File: config.mk
export PLATFORM = sky130hd
export DESIGN_NAME = mem_stage_ctrl
export DESIGN_NICKNAME = d
export VERILOG_FILES = /design/src/rtl/mem_stage_ctrl.sv
export SDC_FILE = /design/constraint.sdc
export NUM_CORES = 1
export LEC_CHECK = 0
export ABC_AREA = 1
export CAP_MARGIN = 20
export CORE_MARGIN = 8
export CORE_UTILIZATION = 41
export CTS_CLUSTER_SIZE = 24
export DETAILED_ROUTE_END_ITERATION = 12
export PLACE_DENSITY = 0.77
export SLEW_MARGIN = 20
export SYNTH_ARGS = -nofsm -noshare
export SYNTH_HDL_FRONTEND = slang
export SYNTH_SLANG_ARGS = --single-unit
File: constraint.sdc
create_clock -name clk -period 1.2 [get_ports clk]
set_input_delay 0.12 -clock clk [delete_from_list [all_inputs] [get_ports clk]]
set_output_delay 0.12 -clock clk [all_outputs]
set_load 0.02 [all_outputs]
File: src/rtl/mem_stage_ctrl.sv
// rtl/mem_stage_ctrl.sv - MEM-stage load/store sequencer: bus handshake, lane steering, load extension, timeout
module mem_stage_ctrl #(
    parameter int unsigned TIMEOUT = 255
) (
    input  logic        clk,
    input  logic        reset,
    input  logic        i_mem_read,
    input  logic        i_mem_write,
    input  logic [31:0] i_addr,
    input  logic [31:0] i_wdata,
    input  logic [1:0]  i_size,
    input  logic        i_unsigned,
    output logic        o_bus_req,
    output logic        o_bus_we,
    output logic [31:0] o_bus_addr,
    output logic [31:0] o_bus_wdata,
    output logic [3:0]  o_bus_be,
    input  logic        i_bus_ack,
    input  logic [31:0] i_bus_rdata,
    output logic        o_stall,
    output logic [31:0] o_mem_read_data,
    output logic        o_misaligned,
    output logic        o_bus_err
);

    typedef enum logic [1:0] {
        S_IDLE = 2'd0,
        S_BUSY = 2'd1,
        S_DONE = 2'd2
    } state_t;

    localparam logic [1:0] SZ_BYTE = 2'b00;
    localparam logic [1:0] SZ_HALF = 2'b01;
    localparam logic [7:0] CNT_LAST = 8'(TIMEOUT - 1);

    state_t      state_q, state_d;
    logic [31:0] addr_q, addr_d;
    logic [31:0] wdata_q, wdata_d;
    logic [1:0]  size_q, size_d;
    logic        we_q, we_d;
    logic        unsigned_q, unsigned_d;
    logic [7:0]  cnt_q, cnt_d;
    logic [31:0] rdata_q, rdata_d;
    logic        err_q, err_d;

    logic        access;
    logic        misaligned_in;
    logic        start;
    logic        busy;
    logic        timeout_hit;
    logic [31:0] rdata_shifted;
    logic [31:0] load_ext;

    assign access        = i_mem_read | i_mem_write;
    // Reserved size 2'b11 is checked like a word access.
    assign misaligned_in = ((i_size == SZ_HALF) && i_addr[0]) ||
                           (i_size[1] && (i_addr[1:0] != 2'b00));
    assign start         = (state_q == S_IDLE) && access && !misaligned_in;
    assign busy          = (state_q == S_BUSY);
    // A same-cycle ack always beats the timeout.
    assign timeout_hit   = busy && !i_bus_ack && (cnt_q == CNT_LAST);

    always_ff @(posedge clk or negedge reset) begin
        if (!reset) begin
            state_q <= S_IDLE;
        end else begin
            state_q <= state_d;
        end
    end

    always_comb begin
        state_d = state_q;
        case (state_q)
            S_IDLE: if (start) state_d = S_BUSY;
            S_BUSY: if (i_bus_ack || timeout_hit) state_d = S_DONE;
            S_DONE: state_d = S_IDLE;
            default: state_d = S_IDLE;
        endcase
    end

    always_comb begin
        rdata_shifted = i_bus_rdata >> {addr_q[1:0], 3'b000};
        case (size_q)
            SZ_BYTE: load_ext = unsigned_q ? {24'd0, rdata_shifted[7:0]}
                                           : {{24{rdata_shifted[7]}}, rdata_shifted[7:0]};
            SZ_HALF: load_ext = unsigned_q ? {16'd0, rdata_shifted[15:0]}
                                           : {{16{rdata_shifted[15]}}, rdata_shifted[15:0]};
            default: load_ext = rdata_shifted;
        endcase
    end

    always_comb begin
        addr_d     = addr_q;
        wdata_d    = wdata_q;
        size_d     = size_q;
        we_d       = we_q;
        unsigned_d = unsigned_q;
        cnt_d      = cnt_q;
        rdata_d    = rdata_q;
        err_d      = 1'b0;
        if (start) begin
            addr_d     = i_addr;
            wdata_d    = i_wdata;
            size_d     = i_size;
            we_d       = i_mem_write;
            unsigned_d = i_unsigned;
            cnt_d      = 8'd0;
        end else if (busy) begin
            if (i_bus_ack) begin
                if (!we_q) rdata_d = load_ext;
            end else begin
                cnt_d = cnt_q + 8'd1;
                err_d = timeout_hit;
            end
        end
    end

    always_ff @(posedge clk or negedge reset) begin
        if (!reset) begin
            addr_q     <= 32'd0;
            wdata_q    <= 32'd0;
            size_q     <= 2'd0;
            we_q       <= 1'b0;
            unsigned_q <= 1'b0;
            cnt_q      <= 8'd0;
            rdata_q    <= 32'd0;
            err_q      <= 1'b0;
        end else begin
            addr_q     <= addr_d;
            wdata_q    <= wdata_d;
            size_q     <= size_d;
            we_q       <= we_d;
            unsigned_q <= unsigned_d;
            cnt_q      <= cnt_d;
            rdata_q    <= rdata_d;
            err_q      <= err_d;
        end
    end

    // Input-derived outputs are gated so nothing leaks out while reset is held.
    always_comb begin
        o_bus_req       = 1'b0;
        o_bus_we        = 1'b0;
        o_bus_addr      = 32'd0;
        o_bus_wdata     = 32'd0;
        o_bus_be        = 4'd0;
        o_stall         = 1'b0;
        o_misaligned    = 1'b0;
        o_bus_err       = err_q;
        o_mem_read_data = rdata_q;
        if (reset) begin
            o_stall      = start || busy;
            o_misaligned = (state_q == S_IDLE) && access && misaligned_in;
        end
        if (busy) begin
            o_bus_req  = 1'b1;
            o_bus_we   = we_q;
            o_bus_addr = {addr_q[31:2], 2'b00};
            case (size_q)
                SZ_BYTE: begin
                    o_bus_be    = 4'b0001 << addr_q[1:0];
                    o_bus_wdata = {4{wdata_q[7:0]}};
                end
                SZ_HALF: begin
                    o_bus_be    = 4'b0011 << {addr_q[1], 1'b0};
                    o_bus_wdata = {2{wdata_q[15:0]}};
                end
                default: begin
                    o_bus_be    = 4'b1111;
                    o_bus_wdata = wdata_q;
                end
            endcase
        end
    end

endmodule

# Word level (Yosys, flattened, before mapping)
# Cells that the tools add are included.
# W data, S select, Z words.
totals:
  out_inout_bits: 105
  elab_cells: 63
  ff_bits: 111
  in_bits: 104
op_classes:
  bitwise_logic: 3
  n_shift: 3
  n_reduce_logical: 19
  mux: 21
  n_addsub: 1
  n_eq_ne: 7
op_table:
  columns: ["cell", "n"]
  rows:
  - ["$mux W32", 4]
  - ["$pmux W32 S2", 2]
  - ["$shr A32 B5 Y32", 1]
  - ["$mux W8", 3]
  - ["$add A8 B1 Y8 const B", 1]
  - ["$eq A8 B8 Y1 const B", 1]
  - ["$pmux W4 S2", 1]
  - ["$logic_and A1 B1 Y1", 7]
  - ["$mux W1", 7]
  - ["$eq A2 B1 Y1 const B", 3]
  - ["$logic_not A2 Y1", 2]
  - ["$mux W2", 2]
  - ["$mux W4", 1]
  - ["$ne A2 B1 Y1 const B", 2]
  - ["$pmux W2 S2", 1]
  - ["$reduce_and A2 Y1", 2]
  - ["$reduce_and A4 Y1", 1]
  - ["$reduce_bool A2 Y1", 2]
  - ["$shl A1 B2 Y4 const A", 1]
  - ["$shl A2 B2 Y4 const A", 1]
  - ["$logic_or A1 B1 Y1", 3]
  - ["$logic_not A1 Y1", 2]
  - ["$ne A2 B2 Y1 const B", 1]
  - ["$not A1 Y1", 2]
  - ["$or A1 B1 Y1", 1]

# Depth between registers and ports, before layout
depth:
  depth_word: 7
  mapped_depth: 10

# Least setup slack after synthesis
# OpenSTA, ideal clock, no wires.
synth_timing:
  path_kind: "register -> output"
  startpoint: "register size_q[1]"
  endpoint: "output port o_bus_wdata[15]"
  path_stages_with_launch: 6
  path_slack_ps: -292
  arrival_ps: 1372
  required_time_ps: 1080
  path_cell_list: "dfrtp_1 -> inv_2 -> buf_2 -> buf_2 -> nor2_1 -> nor3_1"
synth_via:
  elab_chain_len: 3
  word_cells_on_any_way: 4
  classes_between: "eq/ne: 1; mux: 2; reduce/logical: 1"
synth_lines:
  columns: ["item", "line_no", "source"]
  rows:
  - ["start, declared", "39", "logic [1:0] size_q, size_d;"]
  - ["start signal, assigned", "131", "size_q <= size_d;"]
  - ["$eq A2 B1 Y1 or $logic_not A2 Y1 (tied branches)", "159", "case (size_q)"]
  - ["$pmux W32 S2 *", "159", null]
  - ["$mux W32 *", "155", "if (busy) begin"]
  - ["end, declared", "16", "output logic [31:0] o_bus_wdata,"]
# Mark *: on every way between the ends. The rest lies on a longest branch, timed or not.

# Worst setup path after layout
layout_timing:
  startpoint: "register state_q[0]"
  endpoint: "register wdata_q[26]"
layout_via:
  elab_chain_len: 3
layout_lines:
  columns: ["item", "line_no", "source"]
  rows:
  - ["start, declared", "36", "state_t state_q, state_d;"]
  - ["start signal, assigned", "67", "state_q <= state_d;"]
  - ["$logic_not A2 Y1", "58", "assign start = (state_q == S_IDLE) && access && !misaligned_in;"]
  - ["$logic_and A1 B1 Y1 (2 in a row)", "58", null]
  - ["end signal, assigned", "130", "wdata_q <= wdata_d;"]
  - ["end, declared", "38", "logic [31:0] wdata_q, wdata_d;"]
# Every way passes these cells.
# A chain may end at the register's enable or synchronous reset.

==> summary by stage <==
Run status
The run finished, with violations left. The final reports fail on setup timing.

Final layout
The count of fill cells added during filler insertion is 660. Once layout is complete, the utilization of the core stands at 82.8%. The share of cells above drive strength 1 is 44.7%. The number of nets in the finished design is 1192. The area of all placed cells without fillers is 0.0114 mm².

Relative to the synthesized area, the layout overhead comes to 98.3%. The number of diodes is 0.

Timing
For the final database, setup skew stands at 15.2 ps. The count of final max-slew check failures came to 0. Setup total negative slack on the finished layout was measured at -86090 ps.

The total of endpoints with negative setup slack in the final report is 181. Counting I/O delays and the setup requirement, the final critical path takes 1880 ps. Hold timing on the final database bottoms out at a slack of 40.6 ps. Headroom to the max-slew limit came out at 29.9%. In the post-route analysis, the smallest setup slack over all paths is -683 ps. The transition time at the pin with the least slew margin is 1050 ps. After layout, the worst path uses 157% of the clock period.

Static timing analysis puts the maximum clock frequency at 531 MHz. The final number of hold-violating endpoints is 0. Setup repair after global routing could not meet its margin everywhere.

Placed design
The placed instances occupy a cell area of 0.00847 mm². Buffers placed on the I/O ports in this run total 206. Timing analysis after detailed placement gives a worst setup slack of -582 ps. The estimated wirelength of the detail-placed design is 14500 µm.

The final RePlAce weighted congestion is 0.892.

Critical path
Walking the worst path, the cells encountered are inv_2 > nand2_4 > nor2_4 > nand2_4 > buf_8 > buf_4 > buf_12 > buf_4 > nand2_1 > nand2_2. Measured in cells, the most critical reg-to-reg path has a length of 10. The worst setup path is launched from a flop.

The category of the worst setup path capture point is a flop. The capture point of the worst reg-to-reg path is wdata_q[26]$_DFFE_PN0P_. In this run the worst path has a maximum fanout of 12. The startpoint identified for the worst register-to-register timing path is state_q[0]$_DFFE_PN0P_.

The stage delay of the slowest cell on the critical path is 460 ps. The register-to-register setup slack is -680 ps. The category of the critical setup timing path is flop to flop.

The critical path data arrival time is 2120 ps. The slowest cell on the critical path is sky130_fd_sc_hd__dfrtp_1. The data required time of the worst path is 1440 ps.

Logic synthesis
The synthesized flop and latch total is 111. The post-synthesis cell area is 0.00577 mm². A synthesized cell averages 7.38 µm². The synthesized netlist contains 30 unique library cells.

The count of yosys warnings during synthesis is 0. In the synthesized netlist, the number of instances is 782. Sequential cells were found to cover 48.1% of the synthesized design area.

Routing
The routed layout has 7531 vias. The iteration count of the initial detailed-routing pass is 7. For this run, design rule violations remaining after detail routing come to 0.

The via count normalized by instance count is 5.93. The final layout contains routed wiring with a total length of 33500 µm. The wire length per cell is 26.4 µm. The detail route stage leaves a number of antenna-violating nets equal to 0. The first routing iteration left 855 violations.

Die
The number of cell rows is 43. Measured along the y axis, the die boundary spans 135 µm. The floorplan step defined a die boundary enclosing 0.0181 mm². In this run the count of I/O pins placed on the die edge is 209.

The starting density of the core is 41.7%. The x dimension of the die is 135 µm. The core region is 0.0138 mm².

GRT
The number of global-route vias before repair is 6981. The number of antenna violations at the first check in global routing is 0. Entering global routing, the biggest net connects 56 pins.

The sum of overflow across all layers after global routing is 0. The overall fraction of global-route tracks in use is 27.2%. The first-pass GRT wire length is 38400 µm.

Pwr
The reported leakage power is 0.00594 µW. The worst IR drop on VDD is 0.00184 V. The ratio of total power to cell area is 2800 mW/mm².

Clock network
The tree built by TritonCTS fans out to 111 sinks. TritonCTS built the clock tree. The maximum root-to-sink buffer count is 2.

The number of clock buffers added by TritonCTS is 9. Clock-pin slew was measured on the worst setup and hold paths at 90 ps. For the worst-skew pair, the clock arrives at the later sink with an insertion delay of 370 ps. The count of H-tree levels built during CTS is 3.

The root buffer selected by CTS is sky130_fd_sc_hd__clkbuf_16.

Min path
The min-delay analysis places its worst path in the category input pin to asynchronous set/reset pin.

Run
Max-cap violations in this run came to 0.
synthesized netlist by cell type, drive strengths merged:
cell | count | share of area, %
a21oi | 23 | 2.0
and3 | 1 | 0.11
buf | 34 | 4.2
clkbuf | 13 | 0.87
conb | 1 | 0.065
dfrtp | 111 | 48
ha | 2 | 0.43
inv | 60 | 3.9
nand2 | 314 | 21
nand3 | 57 | 5.6
nand3b | 1 | 0.35
nand4 | 5 | 0.54
nor2 | 66 | 4.5
nor3 | 3 | 0.26
nor4 | 1 | 0.11
o21ai | 79 | 6.9
o21bai | 1 | 0.13
o22ai | 8 | 0.87
xor2 | 2 | 0.30
layout by cell type (no fill, tap or decap), types with 3 or more instances in the layout:
| cell | netlist | layout |
|---|---|---|
| sky130_fd_sc_hd__nand2_1 | 309 | 200 |
| sky130_fd_sc_hd__dfrtp_1 | 111 | 110 |
| sky130_fd_sc_hd__clkdlybuf4s50_1 | 0 | 102 |
| sky130_fd_sc_hd__buf_6 | 6 | 75 |
| sky130_fd_sc_hd__buf_4 | 15 | 64 |
| sky130_fd_sc_hd__nand2_2 | 4 | 62 |
| sky130_fd_sc_hd__nand2_4 | 1 | 49 |
| sky130_fd_sc_hd__inv_1 | 50 | 48 |
| sky130_fd_sc_hd__nand3_1 | 51 | 46 |
| sky130_fd_sc_hd__o21ai_2 | 0 | 39 |
| sky130_fd_sc_hd__nor2_4 | 1 | 33 |
| sky130_fd_sc_hd__dlymetal6s2s_1 | 0 | 29 |
| sky130_fd_sc_hd__buf_12 | 0 | 28 |
| sky130_fd_sc_hd__nor2_2 | 2 | 19 |
| sky130_fd_sc_hd__o21ai_1 | 13 | 17 |
| sky130_fd_sc_hd__clkbuf_16 | 0 | 17 |
| sky130_fd_sc_hd__nor2_1 | 63 | 14 |
| sky130_fd_sc_hd__o21ai_0 | 66 | 12 |
| sky130_fd_sc_hd__buf_16 | 0 | 12 |
| sky130_fd_sc_hd__o21ai_4 | 0 | 11 |
| sky130_fd_sc_hd__buf_8 | 0 | 11 |
| sky130_fd_sc_hd__a21oi_2 | 0 | 9 |
| sky130_fd_sc_hd__nand3_2 | 5 | 9 |
| sky130_fd_sc_hd__a21oi_4 | 0 | 7 |
| sky130_fd_sc_hd__a21oi_1 | 23 | 7 |
| sky130_fd_sc_hd__inv_2 | 10 | 5 |
| sky130_fd_sc_hd__nand4_1 | 5 | 5 |
| sky130_fd_sc_hd__nand3_4 | 1 | 5 |
| sky130_fd_sc_hd__nand2_8 | 0 | 4 |
| sky130_fd_sc_hd__inv_6 | 0 | 3 |
| sky130_fd_sc_hd__o22ai_2 | 0 | 3 |
| sky130_fd_sc_hd__o22ai_1 | 8 | 3 |
| sky130_fd_sc_hd__nor3_2 | 0 | 3 |
| sky130_fd_sc_hd__clkinvlp_4 | 0 | 3 |
| sky130_fd_sc_hd__clkbuf_2 | 1 | 3 |
sequential cells by signal, summed over array words and instances (netlist names):
| register | cells |
|---|---|
| cnt_q | 8 |
| addr_q | 32 |
| state_q | 2 |
| size_q | 2 |
| unsigned_q | 1 |
| wdata_q | 32 |
| o_bus_err | 1 |
| o_mem_read_data | 32 |
| we_q | 1 |
metal layers:
metal  track usage (%)  part of all wire (%)
met5                 0                     0
met4              15.5                   8.4
met3              8.51                    11
met2              46.0                    46
met1              29.6                    34
power breakdown:
| group | internal, µW | switching [µW] |
|---|---|---|
| combinational | 9550 | 12500 |
| clock | 1520 | 1610 |
| sequential | 5370 | 1470 |
area by class of cell:
| cell class | count | area (µm²) | area share [%] |
|---|---|---|---|
| Timing Repair Buffer | 335 | 4010 | 35.1 |
| Multi-Input combinational cell | 569 | 3870 | 33.9 |
| Sequential cell | 111 | 2780 | 24.3 |
| Inverter | 60 | 268 | 2.34 |
| Clock buffer | 11 | 253 | 2.21 |
| Tap cell | 180 | 225 | 1.97 |
| Clock inverter | 4 | 31.3 | 0.273 |
worst max-delay path, delay by kind of cell, from the launching register on:
| kind | cells | cell delay, ps |
|---|---|---|
| buf+inv | 5 | 690 |
| flops | 1 | 460 |
| simple gates | 5 | 610 |
per-stage QoR:
step	cells	total power [µW]
after detailed placement	1182	19400
after floorplan	783	13900
after global routing	1270	33100
after CTS	1254	26700
final	1270	32000
after global placement	1182	19200
worst max path at each step:
stage | slack [ps] | from | endpoint
3_5_place_dp | -580 | i_addr[0] | o_stall
4_1_cts | -490 | size_q[1]$_DFFE_PN0P_ | o_bus_wdata[21]
2_1_floorplan | -90 | state_q[1]$_DFFE_PN0P_ | cnt_q[1]$_DFFE_PN0P_
6_report | -680 | state_q[0]$_DFFE_PN0P_ | wdata_q[26]$_DFFE_PN0P_
5_1_grt | -680 | state_q[0]$_DFFE_PN0P_ | wdata_q[26]$_DFFE_PN0P_
3_3_place_gp | -580 | i_addr[0] | o_stall
kinds of logic after synthesis:
| group | Yosys count | synth area share [%] |
|---|---|---|
| AO/OA/AOI/OAI | 111 | 9.84 |
| XOR/XNOR | 2 | 0.304 |
| adder cells (fa/ha/maj) | 2 | 0.434 |
| buffers and inverters | 107 | 9.02 |
| flip-flops | 111 | 48.1 |
| other | 1 | 0.0650 |
| AND/OR/NAND/NOR | 448 | 32.2 |
timing repair:
action | in CTS | in global routing
cloned | 22 | 10
endpoints found under the hold margin | 19 | 0
hold buffers | 2 | 0
gates resized for setup | 555 | 361
setup buffers | 33 | 25
setup endpoints to repair | 213 | 233
pin swaps | 27 | 46
No activity file was read; power rests on OpenSTA's default activity.
